[src/rtl/div_feeder.sv]
// Operand FIFO and sequencer in front of a fixed-latency 4-bit divider.
// Pairs are issued in push order; a zero divisor is answered locally with q=4'hF, dz=1.
module div_feeder #(
  parameter int DEPTH   = 4,
  parameter int DIV_LAT = 5
) (
  input  logic                         clk,
  input  logic                         rst,
  input  logic                         in_valid,
  output logic                         in_ready,
  input  logic [3:0]                   in_a,
  input  logic [3:0]                   in_b,
  output logic                         div_ld,
  output logic [3:0]                   div_a,
  output logic [3:0]                   div_b,
  input  logic [3:0]                   div_y,
  output logic                         out_valid,
  input  logic                         out_ready,
  output logic [3:0]                   out_q,
  output logic                         out_dz,
  output logic [$clog2(DEPTH+1)-1:0]   count
);

  localparam int AW = $clog2(DEPTH);
  localparam int CW = $clog2(DEPTH + 1);
  localparam int LW = (DIV_LAT > 1) ? $clog2(DIV_LAT) : 1;

  typedef enum logic [1:0] {IDLE, ISSUE, WAIT, HOLD} state_t;

  state_t          state, state_nxt;
  logic [7:0]      mem [DEPTH];
  logic [AW-1:0]   wr_ptr, rd_ptr;
  logic [3:0]      head_a, head_b;
  logic            push, pop, head_dz;
  logic [LW-1:0]   lat_cnt;

  assign in_ready         = !rst && (count != CW'(DEPTH));
  assign push             = in_valid && in_ready;
  assign pop              = (state == IDLE) && (count != '0);
  assign {head_a, head_b} = mem[rd_ptr];
  assign head_dz          = (head_b == 4'd0);

  // NOTE: storage array has no reset; occupancy is tracked by the pointers and count.
  always_ff @(posedge clk) begin
    if (push) mem[wr_ptr] <= {in_a, in_b};
  end

  always_ff @(posedge clk or posedge rst) begin
    if (rst) begin
      wr_ptr <= '0;
      rd_ptr <= '0;
      count  <= '0;
    end else begin
      if (push) wr_ptr <= wr_ptr + AW'(1);
      if (pop)  rd_ptr <= rd_ptr + AW'(1);
      case ({push, pop})
        2'b10:   count <= count + CW'(1);
        2'b01:   count <= count - CW'(1);
        default: count <= count;
      endcase
    end
  end

  always_ff @(posedge clk or posedge rst) begin
    if (rst) state <= IDLE;
    else     state <= state_nxt;
  end

  // NOTE: next state gets a default first so no path leaves it unassigned (no latch).
  always_comb begin
    state_nxt = state;
    case (state)
      IDLE:    if (pop) state_nxt = head_dz ? HOLD : ISSUE;
      ISSUE:   state_nxt = WAIT;
      WAIT:    if (lat_cnt == '0) state_nxt = HOLD;
      HOLD:    if (out_ready) state_nxt = IDLE;
      default: state_nxt = IDLE;
    endcase
  end

  // The divider quotient is valid only in the last cycle of the WAIT window.
  always_ff @(posedge clk or posedge rst) begin
    if (rst) begin
      div_ld    <= 1'b0;
      div_a     <= '0;
      div_b     <= '0;
      out_valid <= 1'b0;
      out_q     <= '0;
      out_dz    <= 1'b0;
      lat_cnt   <= '0;
    end else begin
      div_ld <= pop && !head_dz;
      case (state)
        IDLE: begin
          if (pop) begin
            if (!head_dz) begin
              div_a <= head_a;
              div_b <= head_b;
            end else begin
              out_q     <= 4'hF;
              out_dz    <= 1'b1;
              out_valid <= 1'b1;
            end
          end
        end
        ISSUE: lat_cnt <= LW'(DIV_LAT - 1);
        WAIT: begin
          if (lat_cnt == '0) begin
            out_q     <= div_y;
            out_dz    <= 1'b0;
            out_valid <= 1'b1;
          end else begin
            lat_cnt <= lat_cnt - LW'(1);
          end
        end
        HOLD:    if (out_ready) out_valid <= 1'b0;
        default: ;
      endcase
    end
  end

endmodule

[config.mk]
export PLATFORM = sky130hd
export DESIGN_NAME = div_feeder
export DESIGN_NICKNAME = d
export VERILOG_FILES = /design/src/rtl/div_feeder.sv
export SDC_FILE = /design/constraint.sdc
export NUM_CORES = 1
export LEC_CHECK = 0
export CAP_MARGIN = 20
export CORE_MARGIN = 3
export CORE_UTILIZATION = 40
export CTS_CLUSTER_DIAMETER = 80
export DETAILED_ROUTE_END_ITERATION = 10
export GPL_ROUTABILITY_DRIVEN = 0
export SYNTH_ARGS = -nofsm -noshare
export SYNTH_HDL_FRONTEND = slang
export SYNTH_SLANG_ARGS = --single-unit
[constraint.sdc]
create_clock -name clk -period 4 [get_ports clk]
set_input_delay 0.6 -clock clk [delete_from_list [all_inputs] [get_ports clk]]
set_output_delay 0.6 -clock clk [all_outputs]
set_load 0.1 [all_outputs]
==> flow_summary.rst <==
.. list-table::
   :header-rows: 1

   * - Metric
     - Value
   * - Horizontal die dimension
     - 86.5 microns
   * - Clock tree from TritonCTS
     - done
   * - Capture point of the worst reg-to-reg path
     - div_a[0]$_DFFE_PP0P_
   * - Die Outline Area
     - 7480 sq um
   * - Clock latency reported for the late side of the worst-skew pair
     - 0.33 ns
   * - Yosys warning total
     - 0
   * - Crit path kind
     - flip-flop to flip-flop
   * - DRT iter0 DRCs
     - 80
   * - Unrepaired setup endpoints after global routing
     - false
   * - Grt met3 use
     - 5.42%
   * - Number of buffers on the longest clock path
     - 2
   * - Area fraction of the dominant cell type after synthesis
     - 37.1%
   * - Combined area of all synthesized cells
     - 2590 sq um
   * - Leading cell types by total area after synthesis
     - edfxtp_1 37%, dfrtp_1 26%, ha_1 5.3%, mux4_1 5.1%, mux2_2 3.9%
   * - Filler Cell Count
     - 528
   * - Share of flip-flops with an asynchronous set or reset after synthesis
     - 45.8%
   * - Mean Syn Cell Area
     - 14.7 sq um
   * - Largest fanout on the critical path
     - 10
   * - Antenna Nets Post-Route
     - 0
   * - Slew at the pin closest to its max-slew limit
     - 0.998 ns
   * - Number of buffer cells added on primary ports
     - 34
   * - Clock buffers created by TritonCTS
     - 9
   * - Final-report setup violation count
     - 0
   * - Via count
     - 1588
   * - Met1 track demand over resource
     - 18.1%
   * - Number of remaining DRC errors
     - 0
   * - Number of storage elements in the synthesis netlist
     - 59
   * - I/O pin count
     - 35
   * - Fmax achieved
     - 375 MHz
   * - Starting density of the core
     - 42.5%
   * - All-layer global routing usage
     - 14.9%
   * - Main flop type after synthesis
     - edfxtp_1
   * - Final slew viol count
     - 0
   * - Kind of end point of the critical path
     - flip-flop
   * - Aggregate global routing overflow
     - 0
   * - Fraction of the yosys area taken by sequential cells
     - 63.2%
   * - Rows
     - 28
   * - Utilization of the core after routing
     - 52.5%
   * - Clock sink count
     - 59
   * - Most repeated cell in the gate-level netlist after synthesis
     - edfxtp_1
   * - Maximum number of pins on one net before global-route repair
     - 28
   * - Number of antenna violations at the first check in global routing
     - 0
   * - Global route hottest layer
     - met2
   * - Final critical-path required period
     - 2.67 ns
   * - Result of the run
     - complete, no violations
   * - Number of synthesized flops with an enable pin
     - 32
   * - Global-route wire length before repair
     - 8.40 mm
   * - Post-CTS Setup Repair Bufs
     - 0
   * - Hold WC Path Type
     - flip-flop to flip-flop
   * - Final Skew
     - 0.00535 ns
   * - Via density per instance
     - 5.35
   * - First-pass DRT Iterations
     - 4
   * - Cell depth of the worst flop-to-flop path
     - 4
   * - Number of antenna cells inserted
     - 0
   * - Clock-pin slew on the worst setup and hold paths
     - 0.07 ns
   * - CTS root buf
     - clkbuf_8
   * - Post-DR wirelength/cell
     - 16.8 microns
   * - Worst path required time
     - 4.22 ns
   * - Via count of the first global-routing pass
     - 1719
   * - Number of maximum-capacitance violations
     - 0
   * - Area of the placeable core
     - 6100 sq um
   * - Post-synthesis net count
     - 204
   * - List of most frequent post-synthesis cells
     - 32 x edfxtp_1, 27 x dfrtp_1, 17 x inv_1
   * - Unique cell type count in the Yosys netlist
     - 39
   * - HPWL after detailed placement
     - 3.57 mm
   * - Number of gates resized after cts
     - 0
   * - Library cell with the largest summed area after synthesis
     - edfxtp_1
   * - Chip height
     - 86.5 microns
   * - Final Routed Wirelength
     - 5.00 mm
   * - GR Layer Usage met2
     - 24.5%
   * - Ratio of cells with drive above 1 in the final layout
     - 14.4%
   * - Number of levels the H-tree was split into
     - 3
   * - Area Overhead vs Synth
     - 23.4%
   * - Launching element of the worst setup path
     - rd_ptr[0]$_DFFE_PP0P_
   * - Fin nets
     - 245
   * - Final critical-path share of the clock period
     - 66.7%
   * - CTS Hold Buffers Added
     - 0
   * - Max-slew headroom
     - 33.3%
   * - Reg2Reg Setup Slack
     - 1.33 ns
   * - Final hold violations
     - 0
   * - Kind of start point of the critical path
     - flip-flop
   * - Termination of the worst setup path
     - div_a[0]$_DFFE_PP0P_
   * - Critical Path AT
     - 2.88 ns
   * - Worst reg2reg path startpoint
     - rd_ptr[0]$_DFFE_PP0P_
   * - Synthesized instance count
     - 176
   * - Aggregate negative setup slack
     - 0 ns
==> layout make-up <==
cell class	count	area (sq um)	share of cell area, %
clock buffers	10	128	3.99
clock inverters	6	41.3	1.29
inverters	17	63.8	2.00
multi-input cells	95	870	27.2
flip-flops and latches	59	1640	51.2
well taps	75	93.8	2.93
repair buffers	35	365	11.4
==> registers in the layout, summed over array words and instances (netlist names) <==
name and cells:
div_a 4, mem 32, state 2, out_q 4, out_valid 1, div_ld 1, rd_ptr 2, lat_cnt 3
out_dz 1, count 3, wr_ptr 2, div_b 4
==> worst max-delay path, stage by stage, from the launching register on <==
cell	delay [ns]
dfrtp_1	0.65
mux4_2	0.60
or4_1	0.70
nand2_2	0.25
mux2_2	0.37
==> stage by stage <==
stage	instances	area (sq um)	worst slack, ns	hold slack [ns]
after floorplan	176	2600	0.449	0.446
after global placement	280	3000	1.38	0.460
after detailed placement	280	3000	1.30	0.468
after CTS	296	3170	1.31	0.486
after global routing	297	3200	1.14	0.531
final	297	3200	1.33	0.479
==> metal layers <==
layer,vias to the layer above,part of all wire [%]
met5,-,0
met4,0,1.3
met3,6,3.9
met2,30,51
met1,810,44
li1,742,-
==> worst min path at each step <==
stage | cells after the start | slack, ns | end | start
finish | 2 | 0.48 | lat_cnt[0]$_DFFE_PP0P_ | lat_cnt[0]$_DFFE_PP0P_
global route | 2 | 0.53 | lat_cnt[0]$_DFFE_PP0P_ | lat_cnt[0]$_DFFE_PP0P_
CTS | 2 | 0.49 | lat_cnt[0]$_DFFE_PP0P_ | lat_cnt[0]$_DFFE_PP0P_
detailed placement | 2 | 0.47 | lat_cnt[0]$_DFFE_PP0P_ | lat_cnt[0]$_DFFE_PP0P_
global placement | 2 | 0.46 | lat_cnt[0]$_DFFE_PP0P_ | lat_cnt[0]$_DFFE_PP0P_
floorplan | 2 | 0.45 | lat_cnt[0]$_DFFE_PP0P_ | lat_cnt[0]$_DFFE_PP0P_
==> cells in the final DEF, fill, tap and decap left out, types with 5 or more instances in the layout <==
master and n:
clkdlybuf4s50_1 33, mux4_1 5, o21ai_0 5, clkbuf_8 9
nand2_1 9, mux2_2 9, inv_1 17, ha_1 11
dfrtp_1 27, a21oi_1 7, nor2_1 6, edfxtp_1 32
==> cells by family after synthesis <==
logic type | share of synthesized area [%]
DFF | 63.2
AOI/OAI and AO/OA | 7.53
adders and majority gates | 6.08
muxes | 11.6
buffers and inverters | 3.52
xor gates and xnor gates | 2.03
and+or+nand+nor | 6.08
Power is left out: the tool's default activity adds up to more than one toggle a clock period on the data nets, which glitch-free logic cannot reach.
